==> src/rtl/ad_serial_rx_pkg.sv <==
// ad_serial_rx_pkg: state encodings and default frame constants shared by the
// AD7276 serial front end, the channel mux and the bench ADC model.
`default_nettype none
package ad_serial_rx_pkg;

  typedef enum logic [1:0] {
    ST_IDLE  = 2'd0,
    ST_SETUP = 2'd1,
    ST_SHIFT = 2'd2,
    ST_QUIET = 2'd3
  } ad_state_t;

  localparam int AD_FRAME_BITS = 16;
  localparam int AD_DATA_W     = 12;
  localparam int AD_LEAD_BITS  = 2;
  localparam int AD_SCLK_DIV   = 2;
  localparam int AD_QUIET_CYC  = 4;

  // Counter width able to hold 0..n-1, never narrower than one bit.
  function automatic int ad_cnt_w(input int n);
    return (n > 1) ? $clog2(n) : 1;
  endfunction

endpackage
`default_nettype wire

==> src/rtl/ad_sclk_gen.sv <==
// ad_sclk_gen: half-period counter producing the idle-high ADC serial clock
// plus rise/fall strobes flagging the edge at which sclk will toggle.
`default_nettype none
module ad_sclk_gen
  import ad_serial_rx_pkg::*;
#(
  parameter int SCLK_DIV = AD_SCLK_DIV
) (
  input  logic mclk0,
  input  logic hrst,
  input  logic en,
  output logic sclk,
  output logic rise,
  output logic fall
);

  localparam int            CW       = ad_cnt_w(SCLK_DIV);
  localparam logic [CW-1:0] CNT_LAST = CW'(SCLK_DIV - 1);

  logic [CW-1:0] cnt;
  logic          phase_end;

  // Strobes are deliberately not gated by en so the FSM can use them to
  // decide en without forming a combinational loop.
  assign phase_end = (cnt == CNT_LAST);
  assign rise      = phase_end & ~sclk;
  assign fall      = phase_end & sclk;

  always_ff @(posedge mclk0 or posedge hrst) begin
    if (hrst) begin
      cnt  <= '0;
      sclk <= 1'b1;
    end else if (!en) begin
      cnt  <= '0;
      sclk <= 1'b1;
    end else if (phase_end) begin
      cnt  <= '0;
      sclk <= ~sclk;
    end else begin
      cnt  <= cnt + CW'(1);
    end
  end

endmodule
`default_nettype wire

==> src/rtl/ad_serial_rx.sv <==
// ad_serial_rx: AD7276-class ADC serial receiver (cs_n/sclk/sdata -> 12-bit result).
// Optional leading-zero frame check enabled by defining AD_LEAD_ZERO_CHK_EN.
`default_nettype none
module ad_serial_rx
  import ad_serial_rx_pkg::*;
#(
  parameter int SCLK_DIV   = AD_SCLK_DIV,
  parameter int FRAME_BITS = AD_FRAME_BITS,
  parameter int DATA_W     = AD_DATA_W,
  parameter int LEAD_BITS  = AD_LEAD_BITS,
  parameter int QUIET_CYC  = AD_QUIET_CYC
) (
  input  logic              mclk0,
  input  logic              hrst,
  input  logic              start,
  output logic              busy,
  output logic              cs_n,
  output logic              sclk,
  input  logic              sdata,
  output logic [DATA_W-1:0] data,
  output logic              data_vld,
  output logic              frame_err
);

  localparam int            BW         = ad_cnt_w(FRAME_BITS);
  localparam int            QW         = ad_cnt_w(QUIET_CYC);
  localparam int            RES_MSB    = FRAME_BITS - 1 - LEAD_BITS;
  localparam logic [BW-1:0] BIT_LAST   = BW'(FRAME_BITS - 1);
  localparam logic [QW-1:0] QUIET_LAST = QW'(QUIET_CYC - 1);

  ad_state_t             state;
  ad_state_t             state_nxt;
  logic [BW-1:0]         bit_cnt;
  logic [QW-1:0]         quiet_cnt;
  logic [FRAME_BITS-1:0] shreg;
  logic                  sclk_en;
  logic                  sclk_rise;
  logic                  sclk_fall;
  logic                  frame_done;
  logic                  lead_err;
  logic                  unused_shreg;

  ad_sclk_gen #(.SCLK_DIV(SCLK_DIV)) u_sclk_gen (
    .mclk0 (mclk0),
    .hrst  (hrst),
    .en    (sclk_en),
    .sclk  (sclk),
    .rise  (sclk_rise),
    .fall  (sclk_fall)
  );

`ifdef AD_LEAD_ZERO_CHK_EN
  assign lead_err = |shreg[FRAME_BITS-1 -: LEAD_BITS];
`else
  assign lead_err = 1'b0;
`endif

  // Trailing (and, without the check, leading) frame bits are dropped.
  assign unused_shreg = ^shreg;

  always_ff @(posedge mclk0 or posedge hrst) begin
    if (hrst) state <= ST_IDLE;
    else      state <= state_nxt;
  end

  always_comb begin
    state_nxt  = state;
    sclk_en    = 1'b0;
    frame_done = 1'b0;
    case (state)
      ST_IDLE: begin
        if (start) state_nxt = ST_SETUP;
      end
      ST_SETUP: begin
        sclk_en = 1'b1;
        if (sclk_fall) state_nxt = ST_SHIFT;
      end
      ST_SHIFT: begin
        // Stop the clock generator on the last fall so sclk parks high.
        frame_done = sclk_fall && (bit_cnt == BIT_LAST);
        sclk_en    = !frame_done;
        if (frame_done) state_nxt = ST_QUIET;
      end
      ST_QUIET: begin
        if (quiet_cnt == QUIET_LAST) state_nxt = ST_IDLE;
      end
      default: state_nxt = ST_IDLE;
    endcase
  end

  always_ff @(posedge mclk0 or posedge hrst) begin
    if (hrst) begin
      bit_cnt   <= '0;
      quiet_cnt <= '0;
      shreg     <= '0;
    end else begin
      if (state == ST_SHIFT) begin
        if (sclk_rise) shreg <= {shreg[FRAME_BITS-2:0], sdata};
        if (sclk_fall) bit_cnt <= bit_cnt + BW'(1);
      end else begin
        bit_cnt <= '0;
      end
      if (state == ST_QUIET) quiet_cnt <= quiet_cnt + QW'(1);
      else                   quiet_cnt <= '0;
    end
  end

  always_ff @(posedge mclk0 or posedge hrst) begin
    if (hrst) begin
      busy      <= 1'b0;
      cs_n      <= 1'b1;
      data      <= '0;
      data_vld  <= 1'b0;
      frame_err <= 1'b0;
    end else begin
      busy      <= (state_nxt != ST_IDLE);
      cs_n      <= !((state_nxt == ST_SETUP) || (state_nxt == ST_SHIFT));
      data_vld  <= frame_done && !lead_err;
      frame_err <= frame_done && lead_err;
      if (frame_done && !lead_err) data <= shreg[RES_MSB -: DATA_W];
    end
  end

endmodule
`default_nettype wire

==> config.mk <==
export PLATFORM = sky130hd
export DESIGN_NAME = ad_serial_rx
export DESIGN_NICKNAME = d
export VERILOG_FILES = /design/src/rtl/ad_serial_rx_pkg.sv /design/src/rtl/ad_sclk_gen.sv /design/src/rtl/ad_serial_rx.sv
export SDC_FILE = /design/constraint.sdc
export NUM_CORES = 1
export LEC_CHECK = 0
export CAP_MARGIN = 20
export CORE_MARGIN = 5
export CORE_UTILIZATION = 25
export DETAILED_ROUTE_END_ITERATION = 6
export SLEW_MARGIN = 20
export SYNTH_ARGS = -nofsm -noshare
export SYNTH_HDL_FRONTEND = slang
export SYNTH_SLANG_ARGS = --single-unit
export TNS_END_PERCENT = 50
==> constraint.sdc <==
create_clock -name mclk0 -period 2.2 [get_ports mclk0]
set_input_delay 0.22 -clock mclk0 [delete_from_list [all_inputs] [get_ports mclk0]]
set_output_delay 0.22 -clock mclk0 [all_outputs]
set_load 0.05 [all_outputs]
==> results by group <==
Cells and area
  • Leading cell type in the layout, fill and taps excluded: dfrtp_1
  • Relative area change from synthesis to final layout: 22.18%
  • Commonest non-fill, non-tap cells in the layout: 37 x dfrtp_1, 19 x clkdlybuf4s50_1, 17 x mux2_2
  • Count of inserted antenna diode cells: 0
  • Final Net Count: about 160
  • Fraction of layout instances using a drive strength above 1: 0.3014
  • Final core utilization: 0.3134

Power
  • Pwr dens: 813.3 mW/mm2
  • Register share of total power: 0.477
  • Leakage Power: slightly below 0.001 uW
  • Net Sw Power: 570.1 uW
  • Worst ir drop on vdd: between 0.2 and 0.3 mV
  • Cell internal power dissipation: around 1200 uW
  • Combinational share of power: 0.236
  • Sw Ratio: 0.3291
  • Overall power of the completed layout: ~1700 uW
  • Fraction of power consumed by the clock network: 0.287

Floorplan
  • Die area: 0.008741 mm2
  • Placeable core area: 0.006794 mm2
  • Initial cell density of the core: 0.2565
  • Die boundary width: around 93 um
  • Boundary pin count: 21
  • Floorplan die height: 93.50 um
  • Standard-cell rows: 30

Clock tree
  • Maximum buffer depth of the clock tree: 2
  • CTS tree: done
  • Worst-Skew Late Latency: approximately 0.29 ns
  • Clock root buffer: clkbuf_8
  • Buffers inserted during post-CTS setup optimization: 0
  • Resized cells post-CTS: 0
  • Clock Sinks: 39
  • H-Tree Depth: 2
  • Clock slew seen by the registers of the worst setup and hold paths: approximately 0.08 ns
  • TritonCTS Buffers: 5
  • Hold-fix buffer count after cts: 0

Synth
  • Syn Nets: about 130
  • Post-synthesis cell type count: 35
  • Warnings, synthesis: 0
  • Ys flop type: dfrtp_1
  • Combined area of all synthesized cells: 0.001743 mm2
  • Number of flops mapped to enable cells by yosys: 0
  • Synthesized instance count: 122
  • Synthesized area per cell: ~14 um2
  • Asr flop ratio synth: 1.000
  • Flops & latches, synth: 39
  • Share of synthesized area occupied by flip-flops and latches: 0.5614

STA
  • Worst-margin pin slew: about 0.5 ns
  • Min setup slack post-route: ~0.21 ns
  • Final setup viols: 0
  • Setup repair after global routing missed its margin: no
  • Count of final max-slew check failures: 0
  • Clock skew after layout: slightly above 0.006 ns
  • Maximum clock frequency: around 500 MHz
  • Hold Fails Final Rpt: 0
  • Final clock period utilization by the worst path: 0.9039
  • Rel. slew slack: 0.6626
  • Smallest hold slack: 0.3439 ns
  • Post-layout minimum cycle time: 1.989 ns
  • TNS Setup: 0 ns

Worst hold path
  • Path class of the lowest-slack min-delay path: input pin to asynchronous set/reset pin

Setup path
  • Arrival time worst endpoint: approximately 1.8 ns
  • Maximum single-stage delay on the critical path: around 0.84 ns
  • Slowest stage cell on the critical path: clkdlybuf4s50_1
  • WS Path Type: register to primary output
  • Cell type group with the largest total delay on the critical path: buffers and inverters
  • Total buffers and inverters traversed by the critical path: 1
  • Kind of start point of the critical path: register
  • Cell Chain, Critical Path: clkdlybuf4s50_1
  • Kind of end point of the critical path: primary output
  • Critical path peak fanout: 8
  • Required arrival time at the worst endpoint: 1.98 ns

Global route
  • Number of global-route vias before repair: a little under 1000
  • Total overflow reported by the global router: 0
  • Antenna violations before repair: 0
  • Maximum number of pins on one net before global-route repair: 40
  • First-pass GRT wire length: around 4.7 mm
  • GRT Overall Usage: 0.06843

Routing
  • Number of vias per cell: between 3 and 4
  • Antenna viol nets, final: 0
  • Iter 0 DRT Violations: 29
  • DRC violation count after routing: 0
  • Wire length per cell: approximately 11 um
  • Final wirelength: 2.669 mm
  • Number of search-and-repair iterations in the first detailed-routing pass: 4
  • Vias: ~950

Placed design
  • Placer congestion estimate: ~0.72
  • Port-buffer cells: 19
  • Placed wire-length estimate after detailed placement: between 1.5 and 2 mm
  • Minimum setup slack after placement: about 0.31 ns

Job
  • Count of max-cap constraint violations: 0

Outcome
  • Run status: completed
## per-stage QoR
stage / cells / cell area (um2)
after floorplan: 122 / 1743
after global placement: 234 / 2037
after CTS: 242 / 2130
after detailed placement: 234 / 2037
final: 242 / 2130
after global routing: 242 / 2130
## final timing paths
kind	startpoint	end	slack (ns)	depth (start not counted)
worst max register to register	state[0]	data[8]	0.33	6
max in group asynchronous	hrst	u_sclk_gen.sclk	1.50	3
worst min-delay path	hrst	shreg[0]	0.34	3
worst min register to register	quiet_cnt[0]	quiet_cnt[0]	0.44	1
min in group mclk0	quiet_cnt[0]	quiet_cnt[0]	0.44	1
worst max-delay path	u_sclk_gen.sclk	sclk	0.21	1
## power groups by stage
stage	Clock [uW]	Sequential, uW	Combinational, uW
finish	497	827	408
global placement	0	841	411
CTS	509	828	415
floorplan	0	885	269
global route	542	838	457
detailed placement	0	842	414
## synthesized netlist by cell type, types with 2 or more instances
library cell,instances,share of area
mux2_4,9,0.078
xnor2_1,3,0.015
o21a_1,2,0.0086
nor2b_1,2,0.0072
ha_1,7,0.050
dfrtp_1,37,0.53
dfstp_2,2,0.030
buf_4,2,0.0086
o21ai_0,3,0.0086
mux2_2,17,0.11
nand2_1,3,0.0065
nand3_1,4,0.011
and2_1,4,0.014
inv_1,6,0.013
## routing by layer
layer	GRT usage	wire length (um)	up-vias
met4	0.02198	25	0
met2	0.1018	1203	16
met1	0.08835	1285	460
li1	-	-	469
met3	0.03057	155	4
met5	0	0	-
## state kept, by name (all words and copies together), names as in the netlist
signal	cells
busy	1
u_sclk_gen.sclk	1
data	12
u_sclk_gen.cnt	1
state	2
cs_n	1
quiet_cnt	2
shreg	14
bit_cnt	4
data_vld	1
## cells by family after synthesis
family / count (synthesis) / share of synthesized area
flip-flops: 39 / 0.5614
multiplexers: 26 / 0.1874
AND/OR/NAND/NOR: 21 / 0.08041
AO/OA/AOI/OAI: 14 / 0.06533
buffers and inverters: 11 / 0.03804
adder cells (fa/ha/maj): 7 / 0.05025
XOR/XNOR: 3 / 0.01508
other: 1 / 0.002152
## area by class of cell
type                    count  area, um2
clock buffers               5      68.82
clock inverters             3      23.77
fillers                   682       4664
inverters                   6      22.52
multi-input cells          72      698.2
flip-flops and latches     39      978.4
well taps                  96      120.1
repair buffers             21      217.7
Note: power is estimated with default switching activity, not from simulation.
